--- src/rtl/spi_txn_sequencer.sv ---
// spi_txn_sequencer
// Walks data bank entries 0..n_tx_end through the SPI master one byte at a
// time, writes each received byte back at the index just sent, then posts
// completion status to the control register.
// Optional build macro: SPI_SEQ_TIMEOUT_EN adds a WAIT_RX watchdog and an
// ABORT path that reports error=1 instead of waiting forever.
//
// state   | meaning
// IDLE    | waiting for ctrl_in.send
// LOAD    | bank_addr=index, two cycles so bank_rdata settles
// SEND    | wait for spi_tx_ready, launch one byte
// WAIT_RX | wait for the received byte (optionally time-limited)
// STORE   | write received byte back to bank[index]
// NEXT    | finish on last index, otherwise advance
// FINISH  | control register write-back issued, return to IDLE
// ABORT   | timeout write-back issued, return to IDLE (timeout build only)
module spi_txn_sequencer #(
    parameter int DATA_W  = 8,
    parameter int ADDR_W  = 4,
    parameter int TIMEOUT = 255
) (
    input  logic              clk_in,
    input  logic              rst,
    input  logic [15:0]       ctrl_in,
    output logic [15:0]       ctrl_out,
    output logic              ctrl_we,
    output logic [ADDR_W-1:0] bank_addr,
    input  logic [DATA_W-1:0] bank_rdata,
    output logic [DATA_W-1:0] bank_wdata,
    output logic              bank_we,
    output logic [DATA_W-1:0] spi_tx_byte,
    output logic              spi_tx_dv,
    input  logic              spi_tx_ready,
    input  logic              spi_rx_dv,
    input  logic [DATA_W-1:0] spi_rx_byte,
    output logic              busy
);

    typedef enum logic [2:0] {
        S_IDLE,
        S_LOAD,
        S_SEND,
        S_WAIT_RX,
        S_STORE,
        S_NEXT,
        S_FINISH
`ifdef SPI_SEQ_TIMEOUT_EN
        , S_ABORT
`endif
    } state_t;

    state_t            state;
    logic [ADDR_W-1:0] index;
    logic [ADDR_W-1:0] n_tx_end;
    logic              all_ones;
    logic              all_zeros;
    logic              load_wait;
    logic [15:0]       ctrl_done;

`ifdef SPI_SEQ_TIMEOUT_EN
    localparam int TMR_W = $clog2(TIMEOUT + 1);
    logic [TMR_W-1:0]  tmr;
    logic [ADDR_W-1:0] last_done;
    logic [15:0]       ctrl_abort;

    // abort status: error set, n_rx = last byte fully stored (0 if none)
    always_comb begin
        last_done                = (index == '0) ? '0 : index - 1'b1;
        ctrl_abort               = ctrl_in;
        ctrl_abort[0]            = 1'b0;
        ctrl_abort[3]            = 1'b1;
        ctrl_abort[8 +: ADDR_W]  = last_done;
    end
`endif

    // completion status: send and error cleared, n_rx = last index stored
    always_comb begin
        ctrl_done               = ctrl_in;
        ctrl_done[0]            = 1'b0;
        ctrl_done[3]            = 1'b0;
        ctrl_done[8 +: ADDR_W]  = n_tx_end;
    end

    // sequencer FSM; all outputs registered, strobes default low each cycle
    always_ff @(posedge clk_in or negedge rst) begin
        if (!rst) begin
            state       <= S_IDLE;
            index       <= '0;
            n_tx_end    <= '0;
            all_ones    <= 1'b0;
            all_zeros   <= 1'b0;
            load_wait   <= 1'b0;
            ctrl_out    <= '0;
            ctrl_we     <= 1'b0;
            bank_addr   <= '0;
            bank_wdata  <= '0;
            bank_we     <= 1'b0;
            spi_tx_byte <= '0;
            spi_tx_dv   <= 1'b0;
            busy        <= 1'b0;
`ifdef SPI_SEQ_TIMEOUT_EN
            tmr         <= '0;
`endif
        end else begin
            ctrl_we   <= 1'b0;
            bank_we   <= 1'b0;
            spi_tx_dv <= 1'b0;
            case (state)
                S_IDLE: begin
                    if (ctrl_in[0]) begin
                        n_tx_end  <= ctrl_in[4 +: ADDR_W];
                        all_ones  <= ctrl_in[1];
                        all_zeros <= ctrl_in[2];
                        index     <= '0;
                        bank_addr <= '0;
                        load_wait <= 1'b0;
                        busy      <= 1'b1;
                        state     <= S_LOAD;
                    end
                end
                S_LOAD: begin
                    load_wait <= 1'b1;
                    if (load_wait) begin
                        load_wait <= 1'b0;
                        state     <= S_SEND;
                    end
                end
                S_SEND: begin
                    if (spi_tx_ready) begin
                        if (all_ones)
                            spi_tx_byte <= '1;
                        else if (all_zeros)
                            spi_tx_byte <= '0;
                        else
                            spi_tx_byte <= bank_rdata;
                        spi_tx_dv <= 1'b1;
`ifdef SPI_SEQ_TIMEOUT_EN
                        tmr       <= TMR_W'(TIMEOUT - 1);
`endif
                        state     <= S_WAIT_RX;
                    end
                end
                S_WAIT_RX: begin
                    if (spi_rx_dv) begin
                        bank_wdata <= spi_rx_byte;
                        bank_we    <= 1'b1;
                        state      <= S_STORE;
                    end
`ifdef SPI_SEQ_TIMEOUT_EN
                    else if (tmr == '0) begin
                        ctrl_out <= ctrl_abort;
                        ctrl_we  <= 1'b1;
                        state    <= S_ABORT;
                    end else begin
                        tmr <= tmr - 1'b1;
                    end
`endif
                end
                S_STORE: begin
                    state <= S_NEXT;
                end
                S_NEXT: begin
                    if (index == n_tx_end) begin
                        ctrl_out <= ctrl_done;
                        ctrl_we  <= 1'b1;
                        state    <= S_FINISH;
                    end else begin
                        index     <= index + 1'b1;
                        bank_addr <= index + 1'b1;
                        state     <= S_LOAD;
                    end
                end
                S_FINISH: begin
                    busy  <= 1'b0;
                    state <= S_IDLE;
                end
`ifdef SPI_SEQ_TIMEOUT_EN
                S_ABORT: begin
                    busy  <= 1'b0;
                    state <= S_IDLE;
                end
`endif
                default: begin
                    busy  <= 1'b0;
                    state <= S_IDLE;
                end
            endcase
        end
    end

endmodule

--- config.mk ---
export PLATFORM = sky130hd
export DESIGN_NAME = spi_txn_sequencer
export DESIGN_NICKNAME = d
export VERILOG_FILES = /design/src/rtl/spi_txn_sequencer.sv
export SDC_FILE = /design/constraint.sdc
export NUM_CORES = 1
export LEC_CHECK = 0
export CAP_MARGIN = 20
export CORE_MARGIN = 1.5
export CORE_UTILIZATION = 45
export CTS_BUF_LIST = sky130_fd_sc_hd__clkbuf_8
export DETAILED_ROUTE_END_ITERATION = 16
export PLACE_DENSITY_LB_ADDON = 0.08
export SETUP_SLACK_MARGIN = 0.1
export SYNTH_ARGS = -nofsm -noshare
export SYNTH_HDL_FRONTEND = slang
export SYNTH_SLANG_ARGS = --single-unit
--- constraint.sdc ---
create_clock -name clk_in -period 3 [get_ports clk_in]
set_input_delay 0.6 -clock clk_in [delete_from_list [all_inputs] [get_ports clk_in]]
set_output_delay 0.6 -clock clk_in [all_outputs]
set_load 0.02 [all_outputs]
==> reports/metrics.yaml, run 1 <==
timing:
  finalSetupTns_ns: 0
  finalMaxSlewViolations: 0
  fin_crit_sh_pct: 65.9
  hold_viol_final: 0
  fmax_ghz: 0.506
  fin_skew_ns: 0.00587
  worst_slew_pin_slew_ns: 0.751
  fin_crit_ns: 1.98
  setup_violations: 0
  slew_headroom_pct: 49.7
  fin_ws_ns: 1.02
  rsz0062_at_grt: "no"
layout:
  stdcell_count: 283
  design_area_um2: 2880
  synthToLayoutAreaGrowth_pct: 37.8
  nets: 267
  drive_gt1_share_pct: 19.0
  fin_util_pct: 65.2
  num_antenna_cells: 0
  n_fill_cell: 333
  multi_input_area_um2: 806
  seqCellArea_um2: 1200
synth:
  ys.warnings.count: 0
  avgSynthCellArea_um2: 13.0
  synth.top_cell.area_share_pct: 57.5
  synth_area_leader_cell: "dfrtp_1"
  syn_area_um2: 2090
  synth_seq_area_share_pct: 57.5
  yosysUniqueCellTypes: 32
  synth_area_leaders: "dfrtp_1 57%, mux2_2 11%, mux2_4 6.5%"
  syn_inst: 161
  synth-seq-cells: 48
power:
  p_per_area_nw_per_um2: 983
  peakVddDrop_mv: 0.490
  p_leak_nw: 1.26
grt:
  grt_pass1_wl_um: 6760
  grt_pass1_vias: 1540
  gr-total-overflow: 0
  antenna_found_initial: 0
  grt_max_degree: 49
  track_usage_pct: 16.9
die:
  start_util_pct: 47.3
  die_y_um: 71.1
  die-width_um: 71.1
  io_pins: 76
  core_um2: 4410
  die_area_um2: 5060
  rows: 24
hold_path:
  hold_path.class: "in -> async"
run_status:
  status: "finished, final reports clean"
clock_network:
  tritoncts: "done"
  h-tree-depth: 2
  cts.sinks: 48
  cts_buffer_depth: 2
  clk_pin_slew_worst_paths_ns: 0.08
  cts_setup_buffers: 0
  cts_root_buffer: "clkbuf_8"
  clock_latency_ns: 0.29
  cts_resized: 0
  hold_buffers: 0
  numCtsBuffers: 5
setup_path:
  criticalPathCategory: "reg -> out"
  cpMaxStageDelayCell: "clkdlybuf4s50_1"
  crit_start: "index[1]"
  endpoint_kind: "output port"
  cpPeakStageDelay_ns: 0.64
  reg2reg_from: "index[0]"
  arrival_ns: 1.38
  cp_data_required_time_ns: 2.40
  start_kind: "flip-flop"
  cp_top_family: "buffers and inverters"
  regToRegSetupSlack_ns: 1.05
  cp_max_fo: 5
  path_buf_inv: 1
  path_cells: "clkdlybuf4s50_1"
placement:
  placedCellCount: 274
  port_buffers: 68
  post-place-ws_ns: 0.825
  dp.final_hpwl_um: 2920
  globalplace.congestion: 0.780
  dpl_cell_area_um2: 2770
drt:
  ant_nets: 0
  drt_iter0_markers: 91
  vias_per_cell: 5.14
  first_pass_iters: 4
  num_vias: 1454
  drc: 0
  wl_per_cell_um: 14.1
  wirelength_um: 3990
job:
  timing.max_cap.violations: 0
==> layer usage <==
metal  wire (um)  up-vias  share of wire, %  GRT usage, %
met1        1690      704                42          19.8
li1            -      688                 -             -
met5           0        -                 0             0
met2        1980       55                50          29.2
met3         262        7               6.6          4.42
met4          55        0               1.4          6.92
==> sequential cells by signal (all words and copies together) (netlist names) <==
register and cells:
all_ones 1, ctrl_out 14, n_tx_end 4, busy 1, load_wait 1, all_zeros 1, bank_wdata 8, index 4
bank_we 1, state 3, ctrl_we 1, spi_tx_byte 8, spi_tx_dv 1
==> cell usage after synthesis <==
library cell / instances
a211o_2: 1
a211oi_1: 1
a21o_1: 1
a21oi_1: 20
a41oi_1: 1
and3b_1: 1
buf_1: 1
buf_12: 1
buf_2: 2
buf_4: 5
clkinv_1: 1
conb_1: 1
dfrtp_1: 48
ha_1: 1
inv_1: 3
mux2_2: 20
mux2_4: 9
mux2i_1: 1
nand2_1: 9
nand2b_1: 1
nand3_1: 1
nand3b_1: 1
nand4_2: 2
nor2_1: 12
nor2_4: 1
nor2b_1: 2
nor3_1: 1
nor4b_4: 2
o21ai_0: 5
o22ai_1: 1
or2b_1: 1
xnor2_1: 4
==> layout by cell type, fill, tap and decap left out <==
cell type	count
ha_1	1
or2b_1	1
mux2_2	20
nand3b_1	1
clkdlybuf4s50_1	67
inv_1	5
nor3_1	1
o21ai_0	5
buf_2	1
and3b_1	1
buf_12	1
o22ai_1	1
nor2_4	1
dfrtp_1	48
nor4b_4	2
nand4_2	2
nand2b_1	1
xnor2_1	4
a21o_1	1
a21oi_1	20
a211oi_1	1
mux2i_1	1
conb_1	2
clkbuf_8	6
nor2_1	12
nor2b_1	2
nand2_1	9
a41oi_1	1
clkinv_1	1
mux2_4	9
buf_4	1
nand3_1	1
a211o_2	1
==> path summary, 6_finish.rpt <==
path / endpoint / depth (start not counted)
max: bank_addr[1] / 1
max reg2reg: ctrl_out[2] / 4
min in group clk_in: busy / 1
min reg2reg: busy / 1
min: ctrl_out[12] / 1
max in group asynchronous: bank_wdata[4] / 2
==> stage by stage <==
stage / total power [W] / hold WS [ns]
after global placement: 0.00242 / 0.460
final: 0.00283 / 0.227
after global routing: 0.00300 / 0.257
after detailed placement: 0.00248 / 0.468
after CTS: 0.00286 / 0.487
after floorplan: 0.00191 / 0.304
==> logic make-up after synthesis <==
| group | count (synthesis) | synth area share (%) |
|---|---|---|
| AND/OR/NAND/NOR | 34 | 10.3 |
| AO/OA/AOI/OAI | 30 | 7.90 |
| XOR/XNOR | 4 | 1.68 |
| buffers and inverters | 13 | 4.13 |
| multiplexers | 30 | 17.7 |
| flip-flops | 48 | 57.5 |
| other | 1 | 0.179 |
| adder cells (fa/ha/maj) | 1 | 0.599 |
==> final cells by class <==
type                    instances  share of cell area [%]
flip-flops and latches         48                    41.7
multi-input cells             101                    28.0
repair buffers                 70                    24.4
clock buffers                   6                    2.87
well taps                      52                    2.26
inverters                       4                   0.521
clock inverters                 2                   0.261
==> power breakdown <==
group / switching, W / total [W] / internal [W]
combinational: 0.000604 / 0.00131 / 0.000703
sequential: 0.000231 / 0.00115 / 0.000918
clock: 0.000193 / 0.000375 / 0.000181
No activity file was read; power rests on OpenSTA's default activity.
==> run 2, diff against run 1 <==
==> constraint.sdc (replaced) <==
create_clock -name clk_in -period 1.9 [get_ports clk_in]
set_input_delay 0.38 -clock clk_in [delete_from_list [all_inputs] [get_ports clk_in]]
set_output_delay 0.38 -clock clk_in [all_outputs]
set_load 0.02 [all_outputs]
==> run 2 against run 1 <==
Against the previous run:
- non-clock buffer count grew 6
- first-iteration DRC count shrank 9.9%
- sequential share of layout area shrank 1.3 points
- core utilization grew 2.2 points
- clock skew grew 0.0062 ns
- final area grew 3.3%
- global-route usage grew 1.1 points
- hold slack lost 0.17 ns
- die area is the same
- combinational power grew 68%
- via count grew 3.0%
- largest power group unchanged
- highest routed layer unchanged
==> reports/metrics.yaml, run 2 (synthesis gave the netlist of run 1 again) <==
run_status:
  status: "finished, final reports clean"
hold_path:
  hold_path.class: "in -> async"
die:
  die_area_um2: 5060
  io_pins: 76
  core_um2: 4410
  die_y_um: 71.1
  die-width_um: 71.1
  rows: 24
  start_util_pct: 47.3
setup_path:
  cp_max_fo: 4
  cp_top_family: "buffers and inverters"
  arrival_ns: 1.35
  cp_data_required_time_ns: 1.52
  endpoint_kind: "output port"
  criticalPathCategory: "reg -> out"
  path_cells: "clkdlybuf4s50_1"
  reg2reg_from: "index[1]"
  regToRegSetupSlack_ns: 0.29
  cpMaxStageDelayCell: "clkdlybuf4s50_1"
  start_kind: "flip-flop"
  ff2ff_path_depth: 5
  r2r-end: "ctrl_out[5]"
  path_buf_inv: 1
  cpPeakStageDelay_ns: 0.64
timing:
  finalSetupTns_ns: 0
  worst_slew_pin_slew_ns: 0.561
  finalMaxSlewViolations: 0
  fin_ws_ns: 0.170
  fin_crit_sh_pct: 91.1
  rsz0062_at_grt: "no"
  holdWs_ns: 0.0613
  slew_headroom_pct: 62.6
  setup_violations: 0
  fin_skew_ns: 0.0121
  hold_viol_final: 0
  fmax_ghz: 0.578
  fin_crit_ns: 1.73
drt:
  drc: 0
  vias_per_cell: 5.18
  wirelength_um: 4090
  wl_per_cell_um: 14.1
  num_vias: 1498
  first_pass_iters: 4
  ant_nets: 0
  drt_iter0_markers: 82
clock_network:
  cts_buffer_depth: 2
  clk_pin_slew_worst_paths_ns: 0.09
  tritoncts: "done"
  clock_latency_ns: 0.30
  cts.sinks: 48
  numCtsBuffers: 5
  cts_root_buffer: "clkbuf_8"
  h-tree-depth: 2
layout:
  layout_common_cells: "64 x clkdlybuf4s50_1, 48 x dfrtp_1, 20 x mux2_2, 20 x a21oi_1, 12 x nor2_1"
  nets: 273
  largest_reg_flops: 14
  fin_util_pct: 67.4
  reg.largest.list: "ctrl_out: 14 flops, bank_wdata: 8 flops, spi_tx_byte: 8 flops"
  final_common_cell: "clkdlybuf4s50_1"
  num_antenna_cells: 0
  n_fill_cell: 315
  largest-register: "ctrl_out"
  drive_gt1_share_pct: 21.9
  synthToLayoutAreaGrowth_pct: 42.5
grt:
  grt_pass1_wl_um: 7160
  track_usage_pct: 18.0
  grt_pass1_vias: 1549
  grt_max_degree: 26
  gr-total-overflow: 0
  antenna_found_initial: 0
power:
  p_leak_nw: 1.35
  p_per_area_nw_per_um2: 1580
  peakVddDrop_mv: 0.985
placement:
  globalplace.congestion: 0.778
  port_buffers: 68
  post-place-ws_ns: 0.0839
  dp.final_hpwl_um: 3000
job:
  timing.max_cap.violations: 0
-- run 2: changes by cell type in the layout (fill, tap and decap cells not counted), sizes merged --
cell           previous run  this run
buf                       3         9
bufinv                    0         1
clkdlybuf4s50            67        64
clkinv                    1         2
dlymetal6s2s              0         3
inv                       5         3
-- run 2: layout make-up --
type                            instances  area, um^2  share of cell area [%]
Clock buffer                            6        82.6                    2.77
Clock inverter                          2        38.8                    1.30
Inverter                                4        15.0                   0.504
Multi-Input combinational cell        101         806                    27.1
Sequential cell                        48        1200                    40.4
Tap cell                               52        65.1                    2.19
Timing Repair Buffer                   76         768                    25.8
-- run 2: timing repair --
item,4_1_cts,5_1_grt
hold buffers,0,0
buffers inserted,0,1
setup endpoints to repair,0,8
resized for setup,0,3
-- run 2: routing by layer --
layer	up-vias	share of wire (%)	routed length [um]	GRT usage, %
met5	-	0	0	0
met4	0	2.0	80	7.34
met3	11	7.5	306	5.56
met2	59	50	2040	30.0
met1	726	41	1660	21.7
li1	702	-	-	-
-- run 2: worst max path at each step --
stage,end,start,slack (ns),cells past startpoint
after detailed placement,n_tx_end[3],ctrl_in[0],0.08,4
after global placement,n_tx_end[1],ctrl_in[0],0.11,4
after CTS,bank_addr[1],index[1],0.13,1
final,bank_addr[3],index[3],0.17,1
after global routing,bank_addr[3],index[3],0.10,1
after floorplan,ctrl_out[10],index[0],0.21,5
-- run 2: stage by stage --
step                instance area, um^2  std cells  power [W]
finish                             2980        289    0.00470
floorplan                          2090        162    0.00302
global route                       2980        289    0.00502
global placement                   2840        280    0.00387
detailed placement                 2840        280    0.00397
CTS                                2960        288    0.00475
-- run 2: report_power, final --
| group | switching (W) | leakage, nW | total, W | internal [W] |
|---|---|---|---|---|
| registers | 0.000295 | 0.601 | 0.00175 | 0.00145 |
| clock network | 0.000330 | 0.0614 | 0.000761 | 0.000430 |
| logic | 0.00104 | 0.685 | 0.00220 | 0.00116 |
